### src/rtl/tp84_snd_mixer.sv
// Sound mixer: time-multiplexed MAC of up to four unsigned channels with per-channel
// Q2.6 gain, x4 scaling and 16-bit saturation, emitted once per DIV-cycle tick.
module tp84_snd_mixer #(
  parameter int unsigned NCH  = 4,
  parameter int unsigned DIV  = 220,
  parameter int unsigned IN_W = 8
) (
  input  logic                clk,
  input  logic                reset,
  input  logic [IN_W-1:0]     ch0,
  input  logic [IN_W-1:0]     ch1,
  input  logic [IN_W-1:0]     ch2,
  input  logic [IN_W-1:0]     ch3,
  input  logic [7:0]          gain0,
  input  logic [7:0]          gain1,
  input  logic [7:0]          gain2,
  input  logic [7:0]          gain3,
  input  logic                mute,
  output logic signed [15:0]  out,
  output logic                out_valid
);

  localparam int unsigned CNT_W = (DIV > 1) ? $clog2(DIV) : 1;
  localparam int unsigned SW    = IN_W + 1;
  localparam int unsigned GW    = 9;
  localparam int unsigned PW    = SW + GW;
  localparam int unsigned ACC_W = PW + 2;
  localparam int unsigned SC_W  = ACC_W + 2;
  localparam int unsigned MID   = 1 << (IN_W - 1);

  localparam logic signed [SC_W-1:0] SAT_MAX = SC_W'(32767);
  localparam logic signed [SC_W-1:0] SAT_MIN = SC_W'(-32768);

  typedef enum logic [2:0] {
    S_IDLE, S_SNAP, S_MAC0, S_MAC1, S_MAC2, S_MAC3, S_SAT, S_OUT
  } state_t;

  state_t state, state_nxt;

  logic [CNT_W-1:0]        cnt;
  logic                    tick_c;
  logic [IN_W-1:0]         sh_ch   [4];
  logic [7:0]              sh_gain [4];
  logic                    sh_mute;
  logic signed [ACC_W-1:0] acc;
  logic [1:0]              sel_c;
  logic                    mac_en_c;
  logic signed [SW-1:0]    s_c;
  logic signed [GW-1:0]    g_c;
  logic signed [PW-1:0]    prod_c;
  logic signed [SC_W-1:0]  scaled_c;
  logic signed [15:0]      sat_c;

  // Free-running sample-rate divider, independent of the sequencer.
  assign tick_c = (cnt == CNT_W'(DIV - 1));

  always_ff @(posedge clk) begin
    if (reset)       cnt <= '0;
    else if (tick_c) cnt <= '0;
    else             cnt <= cnt + CNT_W'(1);
  end

  always_ff @(posedge clk) begin
    if (reset) state <= S_IDLE;
    else       state <= state_nxt;
  end

  // Sequencer; a tick seen outside IDLE is ignored.
  always_comb begin
    state_nxt = state;
    sel_c     = 2'd0;
    mac_en_c  = 1'b0;
    case (state)
      S_IDLE: if (tick_c) state_nxt = S_SNAP;
      S_SNAP: state_nxt = S_MAC0;
      S_MAC0: begin
        sel_c    = 2'd0;
        mac_en_c = 1'b1;
        if (NCH > 1) state_nxt = S_MAC1;
        else         state_nxt = S_SAT;
      end
      S_MAC1: begin
        sel_c    = 2'd1;
        mac_en_c = 1'b1;
        if (NCH > 2) state_nxt = S_MAC2;
        else         state_nxt = S_SAT;
      end
      S_MAC2: begin
        sel_c    = 2'd2;
        mac_en_c = 1'b1;
        if (NCH > 3) state_nxt = S_MAC3;
        else         state_nxt = S_SAT;
      end
      S_MAC3: begin
        sel_c     = 2'd3;
        mac_en_c  = 1'b1;
        state_nxt = S_SAT;
      end
      S_SAT:   state_nxt = S_OUT;
      S_OUT:   state_nxt = S_IDLE;
      default: state_nxt = S_IDLE;
    endcase
  end

  // Inputs are only observed in SNAP so the sample in flight is self-consistent.
  always_ff @(posedge clk) begin
    if (state == S_SNAP) begin
      sh_ch[0]   <= ch0;
      sh_ch[1]   <= ch1;
      sh_ch[2]   <= ch2;
      sh_ch[3]   <= ch3;
      sh_gain[0] <= gain0;
      sh_gain[1] <= gain1;
      sh_gain[2] <= gain2;
      sh_gain[3] <= gain3;
      sh_mute    <= mute;
    end
  end

  assign s_c    = SW'(sh_ch[sel_c]) - SW'(MID);
  assign g_c    = {1'b0, sh_gain[sel_c]};
  assign prod_c = PW'(s_c) * PW'(g_c);

  always_ff @(posedge clk) begin
    if (reset)                 acc <= '0;
    else if (state == S_SNAP)  acc <= '0;
    else if (mac_en_c)         acc <= acc + ACC_W'(prod_c);
  end

  assign scaled_c = {acc, 2'b00};

  always_comb begin
    if (scaled_c > SAT_MAX)      sat_c = 16'sh7FFF;
    else if (scaled_c < SAT_MIN) sat_c = 16'sh8000;
    else                         sat_c = scaled_c[15:0];
  end

  // Result lands at the end of SAT so out_valid is high for the OUT cycle.
  always_ff @(posedge clk) begin
    if (reset) begin
      out       <= '0;
      out_valid <= 1'b0;
    end else begin
      out_valid <= (state == S_SAT);
      if (state == S_SAT) out <= sh_mute ? 16'sd0 : sat_c;
    end
  end

endmodule

### config.mk
export PLATFORM = sky130hd
export DESIGN_NAME = tp84_snd_mixer
export DESIGN_NICKNAME = d
export VERILOG_FILES = /design/src/rtl/tp84_snd_mixer.sv
export SDC_FILE = /design/constraint.sdc
export NUM_CORES = 1
export LEC_CHECK = 0
export CORE_MARGIN = 2
export CORE_UTILIZATION = 30
export DETAILED_ROUTE_END_ITERATION = 10
export PLACE_DENSITY = 0.57
export REMOVE_ABC_BUFFERS = 1
export SETUP_SLACK_MARGIN = 0.15
export SYNTH_ARGS = -nofsm -noshare
export SYNTH_HDL_FRONTEND = slang
export SYNTH_SLANG_ARGS = --single-unit
### constraint.sdc
create_clock -name clk -period 16.25 [get_ports clk]
set_clock_uncertainty 0.2 [all_clocks]
set_input_delay 3.25 -clock clk [delete_from_list [all_inputs] [get_ports clk]]
set_output_delay 3.25 -clock clk [all_outputs]
set_load 0.01 [all_outputs]
==> impl_metrics.yaml <==
status:
  status: "completed"
setup_path:
  critPathBufInv: 5
  crit_arrival_ns: 7.17
  path_cells: "xor2_1 > nand2_1 > mux2_2 > o21ai_2 > nand2_1 > fa_1 > inv_1 > fa_1 > inv_1 > fa_1 > inv_1 > fa_1 > inv_1 > fa_1 > inv_1 > ha_1 > a2111oi_0 > o21ai_0 > a31oi_1 > mux2i_1 > nand2_1 > xnor2_1 > nor2_1"
  critPathTopFamily: "adder cells"
  required_ns: 16.30
  crit_type: "flip-flop to flip-flop"
  critPathMaxStageDelay_ns: 0.55
  end_kind: "flip-flop"
  critPathLaunchType: "flip-flop"
  cp_slowest_cell: "fa_1"
  path_max_fanout: 17
die:
  io_pins: 84
  die_area_um2: 26400
  start_util: 0.303
  fp.dieH_um: 163
  core_um2: 24900
  rows: 58
  die_w_um: 163
global_routing:
  antenna_found_initial: 0
  grt.overflow.total: 0
  grt_start_max_net_pins: 69
  grt_util_all_layers: 0.123
  grt_pass1_vias: 5209
  grt_pass1_wl_um: 25700
detailed_routing:
  vias: 5076
  via_per_inst: 4.65
  wl_um: 15200
  drt_iter0_markers: 216
  dr.pass1.iters: 4
  wl_per_cell_um: 13.9
  remaining_drc_errors: 0
  ant_nets: 0
job:
  max-cap-violations: 0
placed_design:
  hpwlAfterDp_um: 11800
  port_buffers: 83
  placedCellCount: 1076
  gp_congestion: 0.851
  pre_cts_slack_ns: 9.13
  postPlaceCellArea_um2: 8690
power_and_ir_drop:
  p_comb_frac: 0.037
  swShare: 0.204
  p_leak_nw: 3.61
  p_int_mw: 0.418
  seq_power_share: 0.571
  p_clk_frac: 0.391
  ir_drop_mv: 0.0363
  power.density_nw_per_um2: 58.7
  p_switching_mw: 0.107
synthesis:
  synth_edf_count: 65
  synth_ff_type: "edfxtp_1"
  synth_seq_cells: 112
  syn_area_um2: 7540
  synth_area_per_cell_um2: 11.0
  yosysUniqueCellTypes: 53
  async_flop_share: 0
  synth_seq_area_share: 0.384
  synth.area.top_cells: "edfxtp_1, fa_1, dfxtp_1, ha_1, mux4_2"
  yosys.area.top_type: "edfxtp_1"
  syn_inst: 685
  synth_warnings: 0
  yosys.area.top_type_share: 0.259
worst_hold_path:
  hold_class: "flip-flop to flip-flop"
cts:
  cts_setup_buffers: 0
  clkLatencyLatePin_ns: 0.36
  holdBufCountCts: 0
  post_cts_resized: 0
  h-tree-depth: 3
  cts_sinks: 112
  root_buffer: "clkbuf_16"
  numCtsBuffers: 9
  cts.path.max_buffers: 2
  clkTransAtPathRegs_ns: 0.07
  cts_tree: "built"
layout:
  fin_nets: 946
  layout_common_cells: "inv_1, clkdlybuf4s50_1, fa_1"
  diodes: 0
  instances_no_fill: 1092
  drive_above_1_share: 0.0551
  synthToLayoutAreaGrowth_pct: 18.8
  fin_area_um2: 8950
  mostFrequentLayoutCell: "inv_1"
sta:
  setup_slack_ns: 9.13
  finalSetupViolCount: 0
  timing.fmax_ghz: 0.140
  period_needed_ns: 7.12
  worstMarginPinSlew_ns: 0.942
  fin_setup_tns_ns: 0
  hold_viol: 0
  timing.hold.ws_ns: 0.248
  slew-limit-headroom: 0.372
  rsz0062_at_grt: "no"
  drv_slew: 0
  fin_crit_sh: 0.438
worst reg2reg max path: stages (launching register included):
cell and delay, ns:
dfxtp_1 0.50, xor2_1 0.18, nand2_1 0.54, mux2_2 0.51, o21ai_2 0.28, nand2_1 0.16, fa_1 0.55, inv_1 0.06
fa_1 0.50, inv_1 0.05, fa_1 0.47, inv_1 0.05, fa_1 0.52, inv_1 0.05, fa_1 0.37, inv_1 0.06
ha_1 0.28, a2111oi_0 0.47, o21ai_0 0.32, a31oi_1 0.37, mux2i_1 0.22, nand2_1 0.08, xnor2_1 0.15, nor2_1 0.05
routing by layer:
layer  vias up  part of all wire  GRT usage
met4         0             0.013     0.0330
met5         -                 0          0
met1      2508              0.44      0.159
met2        92              0.51      0.209
li1       2461                 -          -
met3        15             0.040     0.0250
final timing paths:
| kind | endpoint | slack (ns) | startpoint | cells after the start |
|---|---|---|---|---|
| worst max-delay path | acc[19] | 9.13 | state[1] | 23 |
| worst min-delay path | cnt[0] | 0.25 | cnt[0] | 1 |
| worst max register to register | acc[19] | 9.13 | state[1] | 23 |
| worst min register to register | cnt[0] | 0.25 | cnt[0] | 1 |
power by group through the flow:
stage | Clock (mW) | Combinational [mW] | Sequential (mW)
2_1_floorplan | 0 | 0.00203 | 0.307
3_3_place_gp | 0 | 0.0197 | 0.307
3_5_place_dp | 0 | 0.0198 | 0.307
4_1_cts | 0.213 | 0.0200 | 0.300
5_1_grt | 0.224 | 0.0211 | 0.300
6_report | 0.206 | 0.0197 | 0.300
per-stage QoR:
| step | power, mW | util |
|---|---|---|
| after floorplan | 0.309 | - |
| after global placement | 0.327 | 0.349 |
| after detailed placement | 0.327 | 0.349 |
| after CTS | 0.533 | 0.360 |
| after global routing | 0.546 | 0.360 |
| final | 0.526 | 0.360 |
synthesized netlist by cell type, drive strengths merged, types with 6 or more instances:
library cell	n
mux4	15
a21oi	41
dfxtp	47
nor2	38
and2	41
nand2	62
buf	10
clkbuf	15
inv	90
mux2i	6
nor3	8
fa	72
o21ai	32
ha	50
edfxtp	65
nand4	8
nand3	16
xor2	11
xnor2	10
flip-flops by register name, summed over array words and instances, names as in the netlist:
| name | cells |
|---|---|
| cnt | 8 |
| out | 15 |
| sh_mute | 1 |
| acc | 20 |
| state | 3 |
| sh_gain | 32 |
| out_valid | 1 |
| sh_ch | 32 |
area by class of cell:
| cell class | count | area, um^2 |
|---|---|---|
| timing repair buffer | 86 | 853 |
| tap | 330 | 413 |
| inverter | 90 | 338 |
| fill | 2492 | 15900 |
| clock buffer | 11 | 233 |
| sequential | 112 | 2890 |
| clock inverter | 5 | 33.8 |
| multi-input combinational | 458 | 4190 |
cells by family after synthesis:
family | Yosys count | synth area share
AOI/OAI and AO/OA | 102 | 0.0792
DFF | 112 | 0.384
muxes | 22 | 0.0543
xor gates and xnor gates | 21 | 0.0244
adders and majority gates | 122 | 0.274
buffers and inverters | 115 | 0.0604
and+or+nand+nor | 191 | 0.124
Power figures use the tool's default switching activity.
